**src/rtl/pkg_dma_type.sv**
```systemverilog
// Shared types and constants for the video DMA scheduler.
// Beat geometry and the AXI 4 KiB rule live here so every block agrees.
`ifndef ROCKET_MEM_DAT_WIDTH
`define ROCKET_MEM_DAT_WIDTH 128
`endif

package pkg_dma_type;

    typedef enum logic [2:0] {
        IDLE,
        ARB,
        ADDR,
        DATA,
        DONE
    } dma_state_t;

    localparam int BEAT_BYTES  = `ROCKET_MEM_DAT_WIDTH / 8;
    localparam int BOUNDARY_4K = 4096;

endpackage

```
**src/rtl/video_dma_scheduler_rr_arbiter.sv**
```systemverilog
// Round-robin arbiter: search starts one past the last accepted index.
// Reset parks the pointer on the top index so requester 0 wins first.
module rr_arbiter #(
    parameter int NREQ = 2
) (
    input  logic            clk,
    input  logic            rst,
    input  logic [NREQ-1:0] req,
    input  logic            accept,
    output logic [NREQ-1:0] grant
);

    localparam int PW = (NREQ > 1) ? $clog2(NREQ) : 1;

    logic [PW-1:0] last_q;
    logic [PW-1:0] idx;
    logic [PW-1:0] win;
    logic          found;

    always_comb begin
        grant = '0;
        win   = last_q;
        found = 1'b0;
        idx   = '0;
        for (int i = 1; i <= NREQ; i++) begin
            idx = PW'((int'(last_q) + i) % NREQ);
            if (!found && req[idx]) begin
                grant[idx] = 1'b1;
                win        = idx;
                found      = 1'b1;
            end
        end
    end

    always_ff @(posedge clk or negedge rst) begin
        if (!rst) begin
            last_q <= PW'(NREQ - 1);
        end else if (accept) begin
            last_q <= win;
        end
    end

endmodule

```
**src/rtl/video_dma_scheduler.sv**
```systemverilog
// Descriptor-driven AXI read DMA that fills video memory.
// Bursts are split at MAX_BURST and at every 4 KiB address boundary.
module video_dma_scheduler
    import pkg_dma_type::*;
#(
    parameter int NREQ          = 2,
    parameter int DATA_WIDTH    = `ROCKET_MEM_DAT_WIDTH,
    parameter int VIDEOMEM_SIZE = 18,
    parameter int MAX_BURST     = 16
) (
    input  logic                          clk,
    input  logic                          rst,
    input  logic [NREQ-1:0]               req_valid,
    output logic [NREQ-1:0]               req_ready,
    input  logic [NREQ*64-1:0]            req_src,
    input  logic [NREQ*VIDEOMEM_SIZE-1:0] req_dst,
    input  logic [NREQ*32-1:0]            req_len,
    output logic [NREQ-1:0]               done,
    output logic [63:0]                   ARADDR,
    output logic [7:0]                    ARLEN,
    output logic                          ARVALID,
    input  logic                          ARREADY,
    input  logic [DATA_WIDTH-1:0]         RDATA,
    input  logic [1:0]                    RRESP,
    input  logic                          RLAST,
    input  logic                          RVALID,
    output logic                          RREADY,
    output logic                          vm_we,
    output logic [VIDEOMEM_SIZE-1:0]      vm_addr,
    output logic [DATA_WIDTH-1:0]         vm_wdata,
    output logic                          busy,
    output logic                          err
);

    localparam int BB = DATA_WIDTH / 8;

    dma_state_t               state;
    dma_state_t               nxt;
    logic [NREQ-1:0]          grant;
    logic [NREQ-1:0]          gnt_q;
    logic                     accept;
    logic [63:0]              src_q;
    logic [VIDEOMEM_SIZE-1:0] dst_q;
    logic [31:0]              rem_q;
    logic [8:0]               cnt_q;
    logic [63:0]              sel_src;
    logic [VIDEOMEM_SIZE-1:0] sel_dst;
    logic [31:0]              sel_len;
    logic [12:0]              room;
    logic [31:0]              lim;
    logic [31:0]              beats;

    assign accept = (state == ARB) && (|grant);

    rr_arbiter #(
        .NREQ   (NREQ)
    ) u_arb (
        .clk    (clk),
        .rst    (rst),
        .req    (req_valid),
        .accept (accept),
        .grant  (grant)
    );

    always_comb begin
        sel_src = '0;
        sel_dst = '0;
        sel_len = '0;
        for (int i = 0; i < NREQ; i++) begin
            if (grant[i]) begin
                sel_src = req_src[i*64 +: 64];
                sel_dst = req_dst[i*VIDEOMEM_SIZE +: VIDEOMEM_SIZE];
                sel_len = req_len[i*32 +: 32];
            end
        end
    end

    // src_q is kept beat-aligned, so its low 12 bits give the page offset
    always_comb begin
        room  = 13'(BOUNDARY_4K) - {1'b0, src_q[11:0]};
        lim   = 32'(room / 13'(BB));
        beats = rem_q;
        if (beats > 32'(MAX_BURST)) begin
            beats = 32'(MAX_BURST);
        end
        if (beats > lim) begin
            beats = lim;
        end
    end

    assign ARADDR    = src_q;
    assign ARLEN     = 8'(beats - 32'd1);
    assign ARVALID   = (state == ADDR);
    assign RREADY    = (state == DATA);
    assign busy      = (state != IDLE);
    assign req_ready = accept ? grant : '0;
    assign done      = (state == DONE) ? gnt_q : '0;

    always_comb begin
        nxt = state;
        unique case (state)
            IDLE: if (|req_valid) nxt = ARB;
            ARB: begin
                if (!(|grant)) begin
                    nxt = IDLE;
                end else if (sel_len == 32'd0) begin
                    nxt = DONE;
                end else begin
                    nxt = ADDR;
                end
            end
            ADDR: if (ARREADY) nxt = DATA;
            DATA: begin
                if (RVALID && cnt_q == 9'd1) begin
                    nxt = (rem_q == 32'd1) ? DONE : ADDR;
                end
            end
            DONE: nxt = IDLE;
            default: nxt = IDLE;
        endcase
    end

    always_ff @(posedge clk or negedge rst) begin
        if (!rst) begin
            state    <= IDLE;
            gnt_q    <= '0;
            src_q    <= '0;
            dst_q    <= '0;
            rem_q    <= '0;
            cnt_q    <= '0;
            vm_we    <= 1'b0;
            vm_addr  <= '0;
            vm_wdata <= '0;
            err      <= 1'b0;
        end else begin
            state <= nxt;
            vm_we <= 1'b0;
            unique case (state)
                ARB: begin
                    if (accept) begin
                        gnt_q <= grant;
                        src_q <= sel_src & ~64'(BB - 1);
                        dst_q <= sel_dst;
                        rem_q <= sel_len;
                    end
                end
                ADDR: begin
                    if (ARREADY) begin
                        cnt_q <= beats[8:0];
                    end
                end
                DATA: begin
                    if (RVALID) begin
                        vm_we    <= 1'b1;
                        vm_addr  <= dst_q;
                        vm_wdata <= RDATA;
                        dst_q    <= dst_q + VIDEOMEM_SIZE'(1);
                        src_q    <= src_q + 64'(BB);
                        rem_q    <= rem_q - 32'd1;
                        cnt_q    <= cnt_q - 9'd1;
                        // our beat count rules; a bad RLAST is only flagged
                        if (RRESP != 2'd0 || RLAST != (cnt_q == 9'd1)) begin
                            err <= 1'b1;
                        end
                    end
                end
                default: ;
            endcase
        end
    end

endmodule

```
**config.mk**
```make
export PLATFORM = sky130hd
export DESIGN_NAME = video_dma_scheduler
export DESIGN_NICKNAME = d
export VERILOG_FILES = /design/src/rtl/pkg_dma_type.sv /design/src/rtl/video_dma_scheduler_rr_arbiter.sv /design/src/rtl/video_dma_scheduler.sv
export SDC_FILE = /design/constraint.sdc
export NUM_CORES = 1
export LEC_CHECK = 0
export ABC_AREA = 1
export CAP_MARGIN = 20
export CORE_AREA = 2 2 229 231
export DETAILED_ROUTE_END_ITERATION = 16
export DIE_AREA = 0 0 231 233
export MAX_ROUTING_LAYER = met4
export SETUP_SLACK_MARGIN = 0.2
export SLEW_MARGIN = 15
export SYNTH_ARGS = -nofsm -noshare
export SYNTH_HDL_FRONTEND = slang
export SYNTH_SLANG_ARGS = --single-unit
```
**constraint.sdc**
```tcl
create_clock -name clk -period 5.5 [get_ports clk]
set_input_delay 1.1 -clock clk [delete_from_list [all_inputs] [get_ports clk]]
set_output_delay 1.1 -clock clk [all_outputs]
set_load 0.005 [all_outputs]
```
==> results of run 1 <==
## cells by family (layout without fill, tap and decap cells)
family,count (synthesis),count (layout),synth area share [%]
AOI/OAI and AO/OA,321,321,12.08
other,1,8,0.02282
adders and majority gates,19,19,1.447
DFF,273,273,41.58
buffers and inverters,266,828,7.066
and+or+nand+nor,1351,1351,33.92
xor gates and xnor gates,73,73,3.891
## synth_stat cells, drive strengths merged (2+ instances only)
cell / n / area share (%)
a21o: 2 / 0.091
a21oi: 68 / 2.1
a221o: 3 / 0.18
a221oi: 7 / 0.37
a22o: 49 / 2.6
a31oi: 47 / 1.8
and2: 3 / 0.11
buf: 79 / 2.8
clkbuf: 31 / 0.72
dfrtp: 272 / 41
ha: 19 / 1.4
inv: 156 / 3.6
nand2: 918 / 21
nand3: 70 / 2.3
nand3b: 3 / 0.14
nand4: 30 / 1.1
nor2: 267 / 6.7
nor3: 43 / 1.6
nor3b: 3 / 0.14
nor4: 11 / 0.46
o211ai: 7 / 0.35
o21ai: 109 / 3.3
o21bai: 3 / 0.14
o22ai: 14 / 0.53
o31ai: 7 / 0.32
or2: 2 / 0.076
xnor2: 15 / 0.80
xor2: 58 / 3.1
## how the worst min path moves through the flow
stage / depth (start not counted) / startpoint / slack [ps] / to
after floorplan: 2 / vm_addr[12]$_DFFE_PN0P_ / 470 / vm_addr[12]$_DFFE_PN0P_
after global placement: 2 / vm_wdata[27]$_DFFE_PN0P_ / 450 / vm_wdata[27]$_DFFE_PN0P_
after detailed placement: 2 / vm_wdata[65]$_DFFE_PN0P_ / 460 / vm_wdata[65]$_DFFE_PN0P_
after CTS: 2 / vm_wdata[96]$_DFFE_PN0P_ / 470 / vm_wdata[96]$_DFFE_PN0P_
after global routing: 2 / vm_wdata[74]$_DFFE_PN0P_ / 490 / vm_wdata[74]$_DFFE_PN0P_
final: 2 / vm_wdata[96]$_DFFE_PN0P_ / 470 / vm_wdata[96]$_DFFE_PN0P_
## metrics by stage
| step | area [um2] | util (%) |
|---|---|---|
| 2_1_floorplan | 16460 | - |
| 3_3_place_gp | 22700 | 44.43 |
| 3_5_place_dp | 22700 | 44.43 |
| 4_1_cts | 23860 | 46.70 |
| 5_1_grt | 24100 | 47.17 |
| 6_report | 24100 | 47.17 |
## where the power goes
part	total [mW]	switching, mW	internal, mW
combinational	6.86	3.85	3.02
clock	2.31	0.923	1.39
sequential	3.85	0.876	2.98
## worst max-delay path: cells and delay by family (launching register included)
family,cells,cell delay (ps)
AND/OR/NAND/NOR,13,1270
XOR/XNOR,2,420
buffers and inverters,4,920
adder cells (fa/ha/maj),2,370
flip-flops,1,360
## timing repair
item,CTS,global route
setup endpoints to repair,4,7
gates resized for setup,6,39
pin swaps,0,10
endpoints found under the hold margin,0,0
setup buffers,1,16
## layer usage
metal | up-vias | wire length [um] | track usage (%)
li1 | 8509 | - | -
met1 | 8227 | 28390 | 30.70
met2 | 567 | 32770 | 42.02
met5 | - | 0 | -
met3 | 73 | 4418 | 4.632
met4 | 0 | 1478 | 5.827
## sequential cells by signal, indices dropped and copies added, names as in the netlist
signal / flops
ARADDR: 60
cnt_q: 9
dst_q: 18
err: 1
gnt_q: 2
rem_q: 32
state: 3
u_arb.last_q: 1
vm_addr: 18
vm_wdata: 128
vm_we: 1
## layout make-up
class / instances / area (um2) / share of cell area [%]
clock buffer: 51 / 1026 / 4.257
clock inverter: 7 / 111.4 / 0.4621
inverter: 156 / 600.6 / 2.492
multi-input combinational: 1772 / 8586 / 35.63
sequential: 273 / 6842 / 28.39
tap: 680 / 850.8 / 3.530
timing repair buffer: 614 / 6083 / 25.24
==> impl_metrics.ini, run 1 <==
[yosys]
synth_seq_cells = 273
synth_seq_area_share_pct = 41.58
synth-edff-count = 0
syn_area_um2 = 16430
ys.flop_type = dfrtp_1
yosysUniqueCellTypes = 56
synthCells = 2304
async_flop_share_pct = 100.0
yosys_warnings = 0
syn_avg_cell_area_um2 = 7.132

[floorplan]
dieHeight_um = 233
die_area_um2 = 53820
core-area_um2 = 51090
ios = 592
die_w_um = 231
core.rowCount = 83
initial_core_util_pct = 32.16

[clock_tree]
clock_sinks = 273
tritoncts = built
ctsHoldBuffers = 0
clock_latency_ps = 550
clk_pin_slew_ps = 60
cts_buffers = 34
htree_levels = 2
cts_root_buf = clkbuf_16
clockBufferDepth = 3

[power_and_ir_drop]
power_mw = 13.03
p_per_area_nw_per_um2 = 540.5
leakage_nw = 11.02
peakVddDrop_mv = 0.3079

[layout]
layout_commonest_cell = nand2_1
nFillCells = 5133
nets = 3235
antenna_cells = 0
finalNonFillerCells = 3553
drive_above_1_share_pct = 6.404
syn_to_final_growth_pct = 46.65
final_cell_mix = nand2_1, clkdlybuf4s50_1, dfrtp_1

[run]
maxCapViolations = 0

[critical_path]
endpoint = ARLEN[2]
startpoint_type = register
critPathRequiredTime_ps = 4400
r2r-start = ARADDR[6]$_DFFE_PN0P_
crit_chain = buf_4 > inv_2 > nand2_1 > nor2_2 > nand3_2 > nor2_1 > xor2_1 > ha_1 > nand2_1 > nor2_2 > nand2_1 > nand2_1 > nand2_1 > nand2_4 > nand2_4 > nand2_1 > nand2_2 > ha_1 > inv_1 > xor2_1 > clkdlybuf4s50_1
worst-r2r-cell-count = 20
crit_start = ARADDR[6]$_DFFE_PN0P_
reg2reg_to = cnt_q[7]$_DFFE_PN0P_
path_common_cell = nand2_1
cp_slowest_cell = clkdlybuf4s50_1
rrSetupSlack_ps = 2660
path_class = reg2out
crit_fanout = 9
cpPeakStageDelay_ps = 560
cp-end-kind = output pin
critPathArrivalTime_ps = 3900

[sta]
relSlewSlack_pct = 34.25
fin_tns_setup_ps = 0
setup_viol = 0
worstMarginPinSlew_ps = 986.2
rsz0062_at_grt = false
fin_hold_ws_ps = 469.9
fin_crit_sh_pct = 90.85
setup_slack_ps = 503.4
hold_viol = 0
fmaxAchievable_ghz = 0.2001
slew_viol_final = 0
fin_crit_ps = 4997
finClkSkew_ps = 20.05

[route]
vias = 17380
first_iter_violations = 1185
wl_um = 67050
wl_per_cell_um = 18.87
drc = 0
ant_nets = 0
drtPass1Iterations = 5
via_per_inst = 4.891

[global_route]
first_global_vias = 17000
grt_usage_pct = 24.84
grt_pass1_wl_um = 100600
grt_max_degree = 115
grt_remaining_overflow = 0
antenna_found_initial = 0

[min_path]
hp-class = reg2reg

[placed_design]
port_buffers = 579
routabilityCongestion = 0.9419
pre_cts_ws_ps = 618.4
place_inst = 3478
post-dp-hpwl_um = 50990

[run_status]
status = complete, no violations
(Power assumes the default switching activity.)
==> run 2, diff against run 1 <==
SETUP_SLACK_MARGIN = not set   (was 0.2)
TNS_END_PERCENT = 5   (was not set)
==> run 2 against run 1 <==
Effect of this change:
- power down 1.0%
- critical path type unchanged
- highest routed layer unchanged
- largest cell class unchanged
- die area unchanged
- clock skew up 1.8 ps
==> impl_metrics.ini, run 2 (synthesis gave the netlist of run 1 again) <==
[run_status]
status = complete, no violations

[global_route]
grt_max_degree = 115
grt_remaining_overflow = 0
grt_usage_pct = 24.84
first_global_vias = 17000
antenna_found_initial = 0
grt_pass1_wl_um = 100600

[critical_path]
path_class = reg2out
cp_slowest_cell = clkdlybuf4s50_1
path_common_cell = nand2_1
worst-path-buf-inv = 5
critPathRequiredTime_ps = 4400
crit_family = simple AND/OR/NAND/NOR gates
crit_fanout = 9
cp-end-kind = output pin
startpoint_type = register
critPathArrivalTime_ps = 4060
cpPeakStageDelay_ps = 550

[power_and_ir_drop]
p_sw_mw = 5.585
power.internal_mw = 7.304
leakage_nw = 10.92
seqPwrFrac_pct = 29.8
p_per_area_nw_per_um2 = 539.1
power_mw = 12.89
clkPwrFrac_pct = 17.9
peakVddDrop_mv = 0.3053
swShare_pct = 43.33
comb_power_share_pct = 52.2

[layout]
layout_commonest_cell = nand2_1
nFillCells = 5153
largest_reg_flops = 128
top_register = vm_wdata
syn_to_final_growth_pct = 45.48
final_cell_mix = nand2_1, clkdlybuf4s50_1, dfrtp_1
nets = 3221
antenna_cells = 0
drive_above_1_share_pct = 5.282

[clock_tree]
clk_pin_slew_ps = 60
cts_buffers = 34
htree_levels = 2
cts_root_buf = clkbuf_16
ctsHoldBuffers = 0
clock_latency_ps = 550
clock_sinks = 273
tritoncts = built
clockBufferDepth = 3

[floorplan]
initial_core_util_pct = 32.16
core.rowCount = 83
core-area_um2 = 51090
dieHeight_um = 233
ios = 592
die_w_um = 231
die_area_um2 = 53820

[route]
vias = 17330
via_per_inst = 4.896
drc = 0
drtPass1Iterations = 5
first_iter_violations = 1114
ant_nets = 0
wl_um = 66730
wl_per_cell_um = 18.86

[placed_design]
port_buffers = 579
routabilityCongestion = 0.9419
post-dp-hpwl_um = 50990

[sta]
finClkSkew_ps = 21.80
slew_viol_final = 0
fin_crit_sh_pct = 93.84
worstMarginPinSlew_ps = 979.9
setup_viol = 0
fin_hold_ws_ps = 467.8
hold_viol = 0
relSlewSlack_pct = 34.68
fin_crit_ps = 5161
fmaxAchievable_ghz = 0.1938

[min_path]
hp-class = reg2reg

[run]
maxCapViolations = 0
[run 2: cell count changes in the layout (fill, tap and decap cells not counted), moves of 5 or more]
cell / delta
dfrtp_1: +5
nor2_1: +7
nor2_4: -6
dfrtp_2: -5
buf_4: -14
[run 2: power by group through the flow]
stage / combinational, mW / clock, mW / sequential [mW]
after floorplan: 3.56 / 0 / 3.73
after detailed placement: 6.75 / 0 / 3.85
after global routing: 7.48 / 2.44 / 3.99
after global placement: 6.67 / 0 / 3.82
after CTS: 6.78 / 2.37 / 3.83
final: 6.73 / 2.31 / 3.85
[run 2: through the flow]
step	cell area, um2	setup TNS [ps]	cells	setup slack (ps)	util [%]
after floorplan	16460	0	2311	1650	-
after detailed placement	22700	0	3478	618.4	44.43
after CTS	23840	0	3536	36.87	46.65
after global routing	23910	-13.38	3539	-13.38	46.79
after global placement	22700	0	3478	693.5	44.43
final	23910	0	3539	339.1	46.79
[run 2: per-layer routing]
layer  wire length (um)  track usage (%)  share of wire (%)  vias up
met4               1445            5.827                2.2        0
met5                  0                -                  0        -
li1                   -                -                  -     8491
met1              28090            30.67                 42     8182
met2              32660            42.02                 49      584
met3               4537            4.681                6.8       71
[run 2: final cells by class]
| cell class | instances | area (um2) | share of cell area (%) |
|---|---|---|---|
| clock inverters | 7 | 111.4 | 0.4658 |
| clock buffers | 51 | 1026 | 4.291 |
| flip-flops and latches | 273 | 6835 | 28.59 |
| inverters | 156 | 600.6 | 2.512 |
| multi-input cells | 1772 | 8513 | 35.61 |
| well taps | 680 | 850.8 | 3.559 |
| repair buffers | 600 | 5971 | 24.97 |
[run 2: tightest hold or removal path: cells and delay by family, from the launching register on]
family / cells / cell delay (ps)
AND/OR/NAND/NOR: 2 / 100
flip-flops: 1 / 340
[run 2: what timing repair did]
| action | CTS | global route |
|---|---|---|
| endpoints found under the hold margin | 0 | 0 |
| gates resized for setup | 0 | 16 |
| endpoints found under the setup margin | 0 | 6 |
| buffers inserted | 0 | 3 |
[run 2: final timing paths]
path	start	end	slack, ps	depth (start not counted)
worst max-delay path	rem_q[6]$_DFFE_PN0P_	ARLEN[4]	340	25
worst min-delay path	vm_wdata[96]$_DFFE_PN0P_	vm_wdata[96]$_DFFE_PN0P_	470	2
worst max register to register	ARADDR[5]$_DFFE_PN0P_	cnt_q[7]$_DFFE_PN0P_	2570	19
worst min register to register	vm_wdata[96]$_DFFE_PN0P_	vm_wdata[96]$_DFFE_PN0P_	470	2
max in group asynchronous	rst	ARADDR[45]$_DFFE_PN0P_	3790	2
min in group asynchronous	rst	vm_wdata[117]$_DFFE_PN0P_	550	1
